<file path="config.mk">
export PLATFORM = sky130hd
export DESIGN_NAME = mainfsm
export DESIGN_NICKNAME = d
export VERILOG_FILES = /design/src/rtl/mainfsm_pkg.sv /design/src/rtl/mainfsm_outdec.sv /design/src/rtl/mainfsm.sv
export SDC_FILE = /design/constraint.sdc
export NUM_CORES = 1
export LEC_CHECK = 0
export CAP_MARGIN = 10
export CORE_AREA = 2 2 39 41
export CTS_CLUSTER_DIAMETER = 200
export DETAILED_ROUTE_END_ITERATION = 6
export DIE_AREA = 0 0 41 43
export SLEW_MARGIN = 0
export SYNTH_ARGS = -nofsm -noshare
export SYNTH_HDL_FRONTEND = slang
export SYNTH_SLANG_ARGS = --single-unit
</file>
<file path="constraint.sdc">
create_clock -name clk -period 1.4 [get_ports clk]
set_input_delay 0.14 -clock clk [delete_from_list [all_inputs] [get_ports clk]]
set_output_delay 0.14 -clock clk [all_outputs]
set_load 0.02 [all_outputs]
</file>
<file path="src/rtl/mainfsm_pkg.sv">
// Shared controller definitions: state encodings, datapath select codes, Op classes.
// Pure declarations; no timing.
// No flow control; constants only.
package mainfsm_pkg;

  localparam int STATE_W = 4;

  // Main FSM states; encodings 11..15 are unused and recover to FETCH.
  typedef enum logic [STATE_W-1:0] {
    FETCH    = 4'd0,
    DECODE   = 4'd1,
    MEMADR   = 4'd2,
    MEMRD    = 4'd3,
    MEMWB    = 4'd4,
    MEMWR    = 4'd5,
    EXECUTER = 4'd6,
    EXECUTEI = 4'd7,
    ALUWB    = 4'd8,
    BRANCH   = 4'd9,
    UNKNOWN  = 4'd10
  } state_t;

  // ALU A-operand select
  localparam logic [1:0] SRCA_REG    = 2'b00;
  localparam logic [1:0] SRCA_PC     = 2'b01;
  localparam logic [1:0] SRCA_ALUOUT = 2'b10;

  // ALU B-operand select
  localparam logic [1:0] SRCB_REG    = 2'b00;
  localparam logic [1:0] SRCB_IMM    = 2'b01;
  localparam logic [1:0] SRCB_FOUR   = 2'b10;

  // Result bus select
  localparam logic [1:0] RES_ALUOUT  = 2'b00;
  localparam logic [1:0] RES_DATA    = 2'b01;
  localparam logic [1:0] RES_ALU     = 2'b10;

  // Instruction class, from instruction bits [27:26]
  localparam logic [1:0] OP_DP       = 2'b00;
  localparam logic [1:0] OP_MEM      = 2'b01;
  localparam logic [1:0] OP_BR       = 2'b10;
  localparam logic [1:0] OP_ILL      = 2'b11;

endpackage

</file>
<file path="src/rtl/mainfsm_outdec.sv">
// State-to-control-word decoder for the main FSM (Moore outputs).
// Purely combinational, zero cycles.
// No flow control; every unlisted output is driven 0.
module mainfsm_outdec
  import mainfsm_pkg::*;
#(
  parameter int STATE_W = 4
) (
  input  logic [STATE_W-1:0] i_state,
  output logic               o_irwrite,
  output logic               o_adrsrc,
  output logic [1:0]         o_alusrca,
  output logic [1:0]         o_alusrcb,
  output logic [1:0]         o_resultsrc,
  output logic               o_aluop,
  output logic               o_nextpc,
  output logic               o_regw,
  output logic               o_memw,
  output logic               o_branch
);

  // Decode the current state into datapath controls; all-zero is the safe default.
  always_comb begin
    o_irwrite   = 1'b0;
    o_adrsrc    = 1'b0;
    o_alusrca   = 2'b00;
    o_alusrcb   = 2'b00;
    o_resultsrc = 2'b00;
    o_aluop     = 1'b0;
    o_nextpc    = 1'b0;
    o_regw      = 1'b0;
    o_memw      = 1'b0;
    o_branch    = 1'b0;
    case (state_t'(i_state))
      FETCH: begin
        o_irwrite   = 1'b1;
        o_adrsrc    = 1'b0;
        o_alusrca   = SRCA_PC;
        o_alusrcb   = SRCB_FOUR;
        o_resultsrc = RES_ALU;
        o_aluop     = 1'b0;
        o_nextpc    = 1'b1;
      end
      DECODE: begin
        o_alusrca   = SRCA_PC;
        o_alusrcb   = SRCB_FOUR;
        o_resultsrc = RES_ALU;
      end
      MEMADR: begin
        o_alusrca   = SRCA_REG;
        o_alusrcb   = SRCB_IMM;
      end
      MEMRD: begin
        o_adrsrc    = 1'b1;
        o_resultsrc = RES_ALUOUT;
      end
      MEMWB: begin
        o_resultsrc = RES_DATA;
        o_regw      = 1'b1;
      end
      MEMWR: begin
        o_adrsrc    = 1'b1;
        o_resultsrc = RES_ALUOUT;
        o_memw      = 1'b1;
      end
      EXECUTER: begin
        o_alusrca   = SRCA_REG;
        o_alusrcb   = SRCB_REG;
        o_aluop     = 1'b1;
      end
      EXECUTEI: begin
        o_alusrca   = SRCA_REG;
        o_alusrcb   = SRCB_IMM;
        o_aluop     = 1'b1;
      end
      ALUWB: begin
        o_resultsrc = RES_ALUOUT;
        o_regw      = 1'b1;
      end
      BRANCH: begin
        o_alusrca   = SRCA_ALUOUT;
        o_alusrcb   = SRCB_IMM;
        o_resultsrc = RES_ALU;
        o_branch    = 1'b1;
      end
      default: ;  // UNKNOWN and unused encodings: no side effects
    endcase
  end

endmodule

</file>
<file path="src/rtl/mainfsm.sv">
// Multicycle main control FSM: fetch/decode/execute/memory/writeback sequencing.
// Outputs are a Moore decode of the state register; 3 to 5 cycles per instruction.
// No flow control; advances one state per clock, reset returns to FETCH.
module mainfsm
  import mainfsm_pkg::*;
#(
  parameter int STATE_W = 4
) (
  input  logic               clk,
  input  logic               reset,
  input  logic [1:0]         Op,
  input  logic [5:0]         Funct,
  output logic               IRWrite,
  output logic               AdrSrc,
  output logic [1:0]         ALUSrcA,
  output logic [1:0]         ALUSrcB,
  output logic [1:0]         ResultSrc,
  output logic               ALUOp,
  output logic               NextPC,
  output logic               RegW,
  output logic               MemW,
  output logic               Branch,
  output logic [STATE_W-1:0] State
);

  logic [STATE_W-1:0] r_state;
  state_t             w_next;
  logic               w_unused_funct;

  // Only I (bit 5) and L (bit 0) steer the sequence; the rest belong to the decoder.
  assign w_unused_funct = ^Funct[4:1];

  // State register; reset wins over any pending transition.
  always_ff @(posedge clk) begin
    if (reset) begin
      r_state <= STATE_W'(FETCH);
    end else begin
      r_state <= STATE_W'(w_next);
    end
  end

  // Next-state logic; Op/Funct only matter in DECODE and MEMADR.
  always_comb begin
    w_next = FETCH;
    case (state_t'(r_state))
      FETCH:    w_next = DECODE;
      DECODE: begin
        case (Op)
          OP_MEM:  w_next = MEMADR;
          OP_DP:   w_next = Funct[5] ? EXECUTEI : EXECUTER;
          OP_BR:   w_next = BRANCH;
          default: w_next = UNKNOWN;
        endcase
      end
      MEMADR:   w_next = Funct[0] ? MEMRD : MEMWR;
      MEMRD:    w_next = MEMWB;
      EXECUTER: w_next = ALUWB;
      EXECUTEI: w_next = ALUWB;
      default:  w_next = FETCH;  // MEMWB, MEMWR, ALUWB, BRANCH, UNKNOWN, unused
    endcase
  end

  assign State = r_state;

  mainfsm_outdec #(
    .STATE_W (STATE_W)
  ) u_outdec (
    .i_state     (r_state),
    .o_irwrite   (IRWrite),
    .o_adrsrc    (AdrSrc),
    .o_alusrca   (ALUSrcA),
    .o_alusrcb   (ALUSrcB),
    .o_resultsrc (ResultSrc),
    .o_aluop     (ALUOp),
    .o_nextpc    (NextPC),
    .o_regw      (RegW),
    .o_memw      (MemW),
    .o_branch    (Branch)
  );

endmodule
</file>
==> impl_metrics.xml, run 1 <==
<?xml version="1.0" encoding="UTF-8"?>
<metrics>
  <group name="critical_path">
    <metric name="reg2reg_to" unit="">State[0]</metric>
    <metric name="cp_num_cells" unit="">4</metric>
    <metric name="setup.worst_path.start_class" unit="">flip-flop</metric>
    <metric name="critical_path_arrival" unit="ns">1.32</metric>
    <metric name="cp.buffers_inverters" unit="">1</metric>
    <metric name="r2r_setup_slack" unit="ns">0.25</metric>
    <metric name="reg2reg_depth" unit="">3</metric>
    <metric name="critical-path-top-delay-family" unit="">simple AND/OR/NAND/NOR gates</metric>
    <metric name="cp_slowest_cell" unit="">dfxtp_4</metric>
    <metric name="worst-path-max-fanout" unit="">4</metric>
    <metric name="critical-path-max-stage-delay" unit="ns">0.38</metric>
    <metric name="worstPathCellList" unit="">nor2_4 -&gt; and3_4 -&gt; or3_4 -&gt; buf_6</metric>
    <metric name="cp_data_required_time" unit="ns">1.26</metric>
    <metric name="critical_path.reg2reg.startpoint" unit="">State[3]</metric>
    <metric name="worstSetupPathType" unit="">reg -&gt; out</metric>
    <metric name="crit_path_end_kind" unit="">output port</metric>
  </group>
  <group name="detailed_routing">
    <metric name="total_wire_length" unit="um">941</metric>
    <metric name="drt-wirelength-per-cell" unit="um">10.23</metric>
    <metric name="final_antenna_net_count" unit="">0</metric>
    <metric name="drt_pass1_iterations" unit="">4</metric>
    <metric name="num_vias" unit="">410</metric>
    <metric name="detail_route.vias_per_cell" unit="">4.457</metric>
    <metric name="remaining_drc_errors" unit="">0</metric>
    <metric name="drt-initial-drc-count" unit="">9</metric>
  </group>
  <group name="cts">
    <metric name="clk_pin_slew_worst_paths" unit="ns">0.04</metric>
    <metric name="cts_htree_levels" unit="">1</metric>
    <metric name="cts-root-buf" unit="">clkbuf_4</metric>
    <metric name="cts-buffers-inserted" unit="">3</metric>
    <metric name="cts.sinks" unit="">4</metric>
    <metric name="worst_skew_late_latency" unit="ns">0.24</metric>
    <metric name="clock_tree.buffer_depth" unit="">2</metric>
    <metric name="tritoncts" unit="">done</metric>
  </group>
  <group name="floorplanning">
    <metric name="io_pins" unit="">27</metric>
    <metric name="floorplan.initialDensity" unit="%">22.97</metric>
    <metric name="coreArea" unit="um2">1384</metric>
    <metric name="die_height" unit="um">43</metric>
    <metric name="die_extent_in_x" unit="um">41</metric>
    <metric name="dieArea" unit="um2">1763</metric>
    <metric name="rows" unit="">14</metric>
  </group>
  <group name="synth">
    <metric name="postSynthNetCount" unit="">54</metric>
    <metric name="post_syn_area_per_cell" unit="um2">7.223</metric>
    <metric name="postSynthRegisterBits" unit="">4</metric>
    <metric name="synthesis.yosys.warnings" unit="">0</metric>
    <metric name="synth_cells" unit="">44</metric>
    <metric name="mappedNetlistArea" unit="um2">317.8</metric>
    <metric name="netlist-cell-type-count" unit="">21</metric>
    <metric name="synth_seq_area_share" unit="%">25.20</metric>
  </group>
  <group name="timing">
    <metric name="finalHoldViolations" unit="">0</metric>
    <metric name="timing.final.ws_setup" unit="ns">-0.05510</metric>
    <metric name="worst_pin_slew" unit="ns">0.2962</metric>
    <metric name="setup_violations" unit="">1</metric>
    <metric name="clock_skew" unit="ns">0.009021</metric>
    <metric name="maxSlewHeadroom" unit="%">79.97</metric>
    <metric name="totalNegativeSetupSlack" unit="ns">-0.05510</metric>
    <metric name="final-max-slew-violation-count" unit="">0</metric>
    <metric name="min_period" unit="ns">1.455</metric>
    <metric name="timing.final.crit_share" unit="%">103.9</metric>
    <metric name="achievable-frequency" unit="MHz">687.2</metric>
    <metric name="grt_setup_unrepaired" unit="">true</metric>
    <metric name="fin_worst_hold_slack" unit="ns">0.4959</metric>
  </group>
  <group name="global_routing">
    <metric name="first_global_vias" unit="">344</metric>
    <metric name="total_global_route_track_usage" unit="%">12.56</metric>
    <metric name="wire_length_of_the_first_global_routing_pass" unit="mm">1.462</metric>
    <metric name="grt_start_max_net_pins" unit="">10</metric>
    <metric name="antenna_found_initial" unit="">0</metric>
    <metric name="grt-ovfl-total" unit="">0</metric>
  </group>
  <group name="placement">
    <metric name="placedInstanceArea" unit="um2">628.1</metric>
    <metric name="place_congestion" unit="">0.7627</metric>
    <metric name="place.detailed.instances" unit="">89</metric>
    <metric name="dp_hpwl" unit="um">735.8</metric>
    <metric name="io_buffers" unit="">22</metric>
  </group>
  <group name="finish">
    <metric name="regArea" unit="um2">92.59</metric>
    <metric name="largest_reg_flops" unit="">4</metric>
    <metric name="stdcell_count" unit="">92</metric>
    <metric name="post-route-cell-area" unit="um2">646.9</metric>
    <metric name="fin_nets" unit="">88</metric>
    <metric name="fill_cells" unit="">153</metric>
    <metric name="fin_util" unit="%">46.75</metric>
    <metric name="multi_input_comb_area" unit="um2">224.0</metric>
    <metric name="area_growth_syn_to_layout" unit="%">103.5</metric>
    <metric name="drive_above_1_share" unit="%">53.95</metric>
    <metric name="antenna_diode_count" unit="">0</metric>
  </group>
  <group name="hold_path">
    <metric name="timing.hold.worst.class" unit="">in -&gt; reg</metric>
    <metric name="hold_end" unit="">State[3]</metric>
    <metric name="hold-path-cell-count" unit="">2</metric>
    <metric name="hold_path_startpoint" unit="">reset</metric>
  </group>
  <group name="flow_run">
    <metric name="number_of_maximum_capacitance_constraint_violations" unit="">0</metric>
  </group>
  <group name="run_status">
    <metric name="failing_checks" unit="">setup timing</metric>
    <metric name="run_status" unit="">complete, but fails checks</metric>
  </group>
  <group name="power">
    <metric name="p_leak" unit="nW">0.2997</metric>
    <metric name="power_per_cell_area" unit="nW/um2">929.9</metric>
    <metric name="irDropWorstVdd" unit="V">0.0005614</metric>
  </group>
</metrics>
-- timing repair --
action / in CTS / in global routing
setup buffers: 0 / 0
hold buffers: 0 / 0
gates resized for setup: 56 / 19
endpoints found under the setup margin: 17 / 13
pin swaps: 1 / 3
-- cells by family after synthesis --
kind of cell              share of synthesized area [%]
xor gates and xnor gates                          5.513
DFF                                               25.20
and+or+nand+nor                                   36.22
buffers and inverters                             17.72
AOI/OAI and AO/OA                                 15.36
-- power breakdown --
part | internal (W) | switching (W)
registers | 0.000126 | 0.0000213
clock network | 0.0000961 | 0.0000496
logic | 0.000155 | 0.000154
total | 0.000377 | 0.000224
-- cells in the final DEF, fill, tap and decap left out, drive strengths merged, types with 3 or more instances in the layout --
master and instances:
a21oi 3, dlygate4sd2 4, buf 22, nor2 5
clkbuf 7, nor3 5, dfxtp 4, clkdlybuf4s50 5
-- through the flow --
step / setup WS (ns) / total power, W
final: -0.05510 / 0.0006015
after detailed placement: -0.2485 / 0.0004713
after floorplan: -0.09128 / 0.0003171
after global routing: -0.1051 / 0.0006549
after global placement: -0.2149 / 0.0004707
after CTS: -0.04684 / 0.0005872
-- area by class of cell --
type | count | area share [%]
clock buffers | 3 | 3.482
inverters | 2 | 1.161
multi-input cells | 31 | 34.62
flip-flops and latches | 4 | 14.31
well taps | 16 | 3.095
repair buffers | 36 | 43.33
-- worst max path at each step --
stage	from	to	slack, ns
2_1_floorplan	State[0]	NextPC	-0.09
3_3_place_gp	State[3]	ALUSrcB[0]	-0.21
3_5_place_dp	State[0]	MemW	-0.25
4_1_cts	State[1]	ALUSrcB[0]	-0.05
5_1_grt	State[2]	ALUSrcB[0]	-0.11
6_report	State[2]	ALUSrcB[0]	-0.06
-- layer usage --
metal / track usage [%] / routed length, um / vias to the layer above
met1: 14.52 / 395 / 176
met4: 4.000 / 0 / 0
met2: 18.44 / 447 / 20
met5: 0 / 0 / -
met3: 7.853 / 98 / 0
li1: - / - / 214
-- cell usage after synthesis --
| cell | number | area [um2] |
|---|---|---|
| inv_1 | 2 | 7.510 |
| or3_1 | 2 | 12.51 |
| nor4_1 | 1 | 6.260 |
| and3_4 | 1 | 11.26 |
| a21oi_1 | 3 | 15.01 |
| nor3_1 | 5 | 25.02 |
| dfxtp_1 | 4 | 80.08 |
| a211oi_1 | 1 | 7.510 |
| nor2_1 | 4 | 15.01 |
| nor2_2 | 1 | 6.260 |
| xnor2_1 | 2 | 17.52 |
| o21ai_0 | 2 | 10.01 |
| nand2b_1 | 2 | 12.51 |
| buf_6 | 1 | 11.26 |
| a21boi_0 | 1 | 7.510 |
| a211o_1 | 1 | 8.760 |
| nor4b_1 | 1 | 8.760 |
| buf_2 | 3 | 15.01 |
| buf_4 | 3 | 22.52 |
| nand2_1 | 2 | 7.510 |
| nand3_1 | 2 | 10.01 |
(Power assumes the default switching activity.)
==> run 2, diff against run 1 <==
Settings changed: CTS_CLUSTER_SIZE set to 30, MAX_ROUTING_LAYER set to met4.
==> results of run 2 <==
No change in the layout: final DEF, timing and power equal those of run 1.
Among the figures that moved: final weighted congestion in routability-driven placement 0.7627 -> 0.7728; via count of the first global-routing pass 344 -> 343; overall routing resource usage 12.56% -> 12.87%
==> run 3, diff against run 2 <==
Settings changed: CORE_AREA 2 2 39 41 to 3 3 40 42, DIE_AREA 0 0 41 43 to 0 0 43 45, SLEW_MARGIN 0 to 15.
==> run 3 against run 2 <==
- largest power group unchanged
- the flow still finishes with violations (setup timing)
- core utilization is 4.7 points higher
- combinational power is 6% higher
- maximum frequency is 1.2% higher
- clock skew is 0.0026 ns lower
- clock-buffer cell count stayed put
- non-clock buffer count is 2 higher
- routed wire length is 12% higher
- first-iteration DRC count is 78% lower
- highest routed layer unchanged
- critical path depth stayed put
- final area is 2.1% higher
- final cell count is 1.1% higher
- power is 2.5% higher
==> impl_metrics.xml, run 3 (synthesized netlist as in run 1, its figures left out) <==
<?xml version="1.0" encoding="UTF-8"?>
<metrics>
  <group name="detailed_routing">
    <metric name="remaining_drc_errors" unit="">0</metric>
    <metric name="num_vias" unit="">411</metric>
    <metric name="detail_route.vias_per_cell" unit="">4.419</metric>
    <metric name="final_antenna_net_count" unit="">0</metric>
    <metric name="total_wire_length" unit="mm">1.055</metric>
    <metric name="drt-wirelength-per-cell" unit="um">11.34</metric>
    <metric name="drt-initial-drc-count" unit="">2</metric>
    <metric name="drt_pass1_iterations" unit="">2</metric>
  </group>
  <group name="finish">
    <metric name="most_common_cell_after_layout_fill_and_taps_aside" unit="">buf_4</metric>
    <metric name="area_growth_syn_to_layout" unit="%">107.9</metric>
    <metric name="final_cell_mix" unit="">15 x buf_4, 10 x buf_2, 5 x clkdlybuf4s50_1</metric>
    <metric name="fin_nets" unit="">90</metric>
    <metric name="largest_reg_flops" unit="">4</metric>
    <metric name="drive_above_1_share" unit="%">56.41</metric>
    <metric name="antenna_diode_count" unit="">0</metric>
    <metric name="post-route-cell-area" unit="um2">660.6</metric>
  </group>
  <group name="timing">
    <metric name="worst_pin_slew" unit="ns">0.2693</metric>
    <metric name="grt_setup_unrepaired" unit="">true</metric>
    <metric name="maxSlewHeadroom" unit="%">81.79</metric>
    <metric name="clock_skew" unit="ns">0.006405</metric>
    <metric name="achievable-frequency" unit="MHz">695.2</metric>
    <metric name="fin_worst_hold_slack" unit="ns">0.4923</metric>
    <metric name="timing.final.ws_setup" unit="ns">-0.03843</metric>
    <metric name="setup_violations" unit="">1</metric>
    <metric name="min_period" unit="ns">1.438</metric>
    <metric name="final-max-slew-violation-count" unit="">0</metric>
    <metric name="timing.final.crit_share" unit="%">102.7</metric>
    <metric name="finalHoldViolations" unit="">0</metric>
  </group>
  <group name="cts">
    <metric name="cts-buffers-inserted" unit="">3</metric>
    <metric name="cts.sinks" unit="">4</metric>
    <metric name="cts_htree_levels" unit="">1</metric>
    <metric name="clock_tree.buffer_depth" unit="">2</metric>
    <metric name="worst_skew_late_latency" unit="ns">0.24</metric>
    <metric name="cts-root-buf" unit="">clkbuf_4</metric>
    <metric name="tritoncts" unit="">done</metric>
    <metric name="clk_pin_slew_worst_paths" unit="ns">0.03</metric>
  </group>
  <group name="critical_path">
    <metric name="setup.worst_path.start_class" unit="">flip-flop</metric>
    <metric name="cp_data_required_time" unit="ns">1.26</metric>
    <metric name="worstSetupPathType" unit="">reg -&gt; out</metric>
    <metric name="worstPathCellList" unit="">buf_6 -&gt; nor4b_1 -&gt; or3_4 -&gt; buf_6</metric>
    <metric name="crit_path_end_kind" unit="">output port</metric>
    <metric name="worst-path-max-fanout" unit="">4</metric>
    <metric name="critical-path-max-stage-delay" unit="ns">0.35</metric>
    <metric name="worstSetupStartpoint" unit="">State[1]</metric>
    <metric name="cp_common_cell" unit="">buf_6</metric>
    <metric name="critical_path_arrival" unit="ns">1.30</metric>
    <metric name="critical_path.reg2reg.startpoint" unit="">State[3]</metric>
    <metric name="cp_slowest_cell" unit="">dfxtp_4</metric>
  </group>
  <group name="placement">
    <metric name="dp_hpwl" unit="um">776</metric>
    <metric name="detailedPlace.worstSlack" unit="ns">-0.2174</metric>
    <metric name="io_buffers" unit="">22</metric>
    <metric name="place_congestion" unit="">0.6846</metric>
    <metric name="placedInstanceArea" unit="um2">641.9</metric>
  </group>
  <group name="floorplanning">
    <metric name="rows" unit="">13</metric>
    <metric name="die_height" unit="um">45</metric>
    <metric name="floorplan.initialDensity" unit="%">24.73</metric>
    <metric name="die_extent_in_x" unit="um">43</metric>
    <metric name="io_pins" unit="">27</metric>
    <metric name="dieArea" unit="um2">1935</metric>
    <metric name="coreArea" unit="um2">1285</metric>
  </group>
  <group name="global_routing">
    <metric name="antenna_found_initial" unit="">0</metric>
    <metric name="grt_start_max_net_pins" unit="">10</metric>
    <metric name="wire_length_of_the_first_global_routing_pass" unit="mm">1.573</metric>
    <metric name="grt-ovfl-total" unit="">0</metric>
    <metric name="total_global_route_track_usage" unit="%">11.66</metric>
    <metric name="first_global_vias" unit="">372</metric>
  </group>
  <group name="power">
    <metric name="power_per_cell_area" unit="nW/um2">933.5</metric>
    <metric name="p_leak" unit="nW">0.3174</metric>
    <metric name="irDropWorstVdd" unit="V">0.0004198</metric>
  </group>
  <group name="flow_run">
    <metric name="number_of_maximum_capacitance_constraint_violations" unit="">0</metric>
  </group>
  <group name="run_status">
    <metric name="failing_checks" unit="">setup timing</metric>
    <metric name="run_status" unit="">complete, but fails checks</metric>
  </group>
  <group name="hold_path">
    <metric name="timing.hold.worst.class" unit="">in -&gt; reg</metric>
    <metric name="hold_path_startpoint" unit="">Funct[0]</metric>
  </group>
</metrics>
-- run 3: routing by layer --
metal	vias up	global-route usage, %	routed length, um	part of all wire (%)
li1	217	-	-	-
met1	175	12.05	439	42
met2	19	18.26	516	49
met3	0	5.179	98	9.3
met4	0	7.229	0	0
met5	-	-	0	0
-- run 3: timing repair --
item	in CTS	in global routing
hold buffers	0	0
buffers inserted	0	0
gates resized for setup	62	19
pin swaps	3	2
endpoints found under the setup margin	17	11
-- run 3: stage by stage --
stage	power, W	instances	setup TNS [ns]	util (%)
after floorplan	0.0003171	44	-0.09128	-
after global placement	0.0004797	90	-1.311	49.95
after detailed placement	0.0004807	90	-1.517	49.95
after CTS	0.0006087	93	-0.05068	50.15
after global routing	0.0006566	93	-0.1103	51.41
final	0.0006167	93	-0.03843	51.41
-- run 3: critical path: cells and delay by family, from the launching register on --
kind | cells | cell delay (ns)
buf+inv | 2 | 0.26
flops | 1 | 0.35
simple gates | 2 | 0.45
-- run 3: final cells by class --
class                   instances  area [um2]
clock buffers                   3       22.52
repair buffers                 38       292.8
inverters                       2       7.507
multi-input cells              31       226.5
fillers                       140       624.3
well taps                      15       18.77
flip-flops and latches          4       92.59
-- run 3: worst paths after layout --
| kind | to | slack, ns | cells past startpoint |
|---|---|---|---|
| worst max-delay path | ALUSrcB[0] | -0.04 | 4 |
| worst min register to register | State[0] | 0.61 | 2 |
| worst min-delay path | State[1] | 0.49 | 3 |
| worst max register to register | State[0] | 0.25 | 3 |
-- run 3: power by group --
part | leakage (nW) | total (W) | internal [W] | switching [W]
Combinational | 0.268 | 0.000327 | 0.000164 | 0.000163
Clock | 0.0138 | 0.000143 | 0.0000959 | 0.0000476
Sequential | 0.0353 | 0.000146 | 0.000127 | 0.0000195
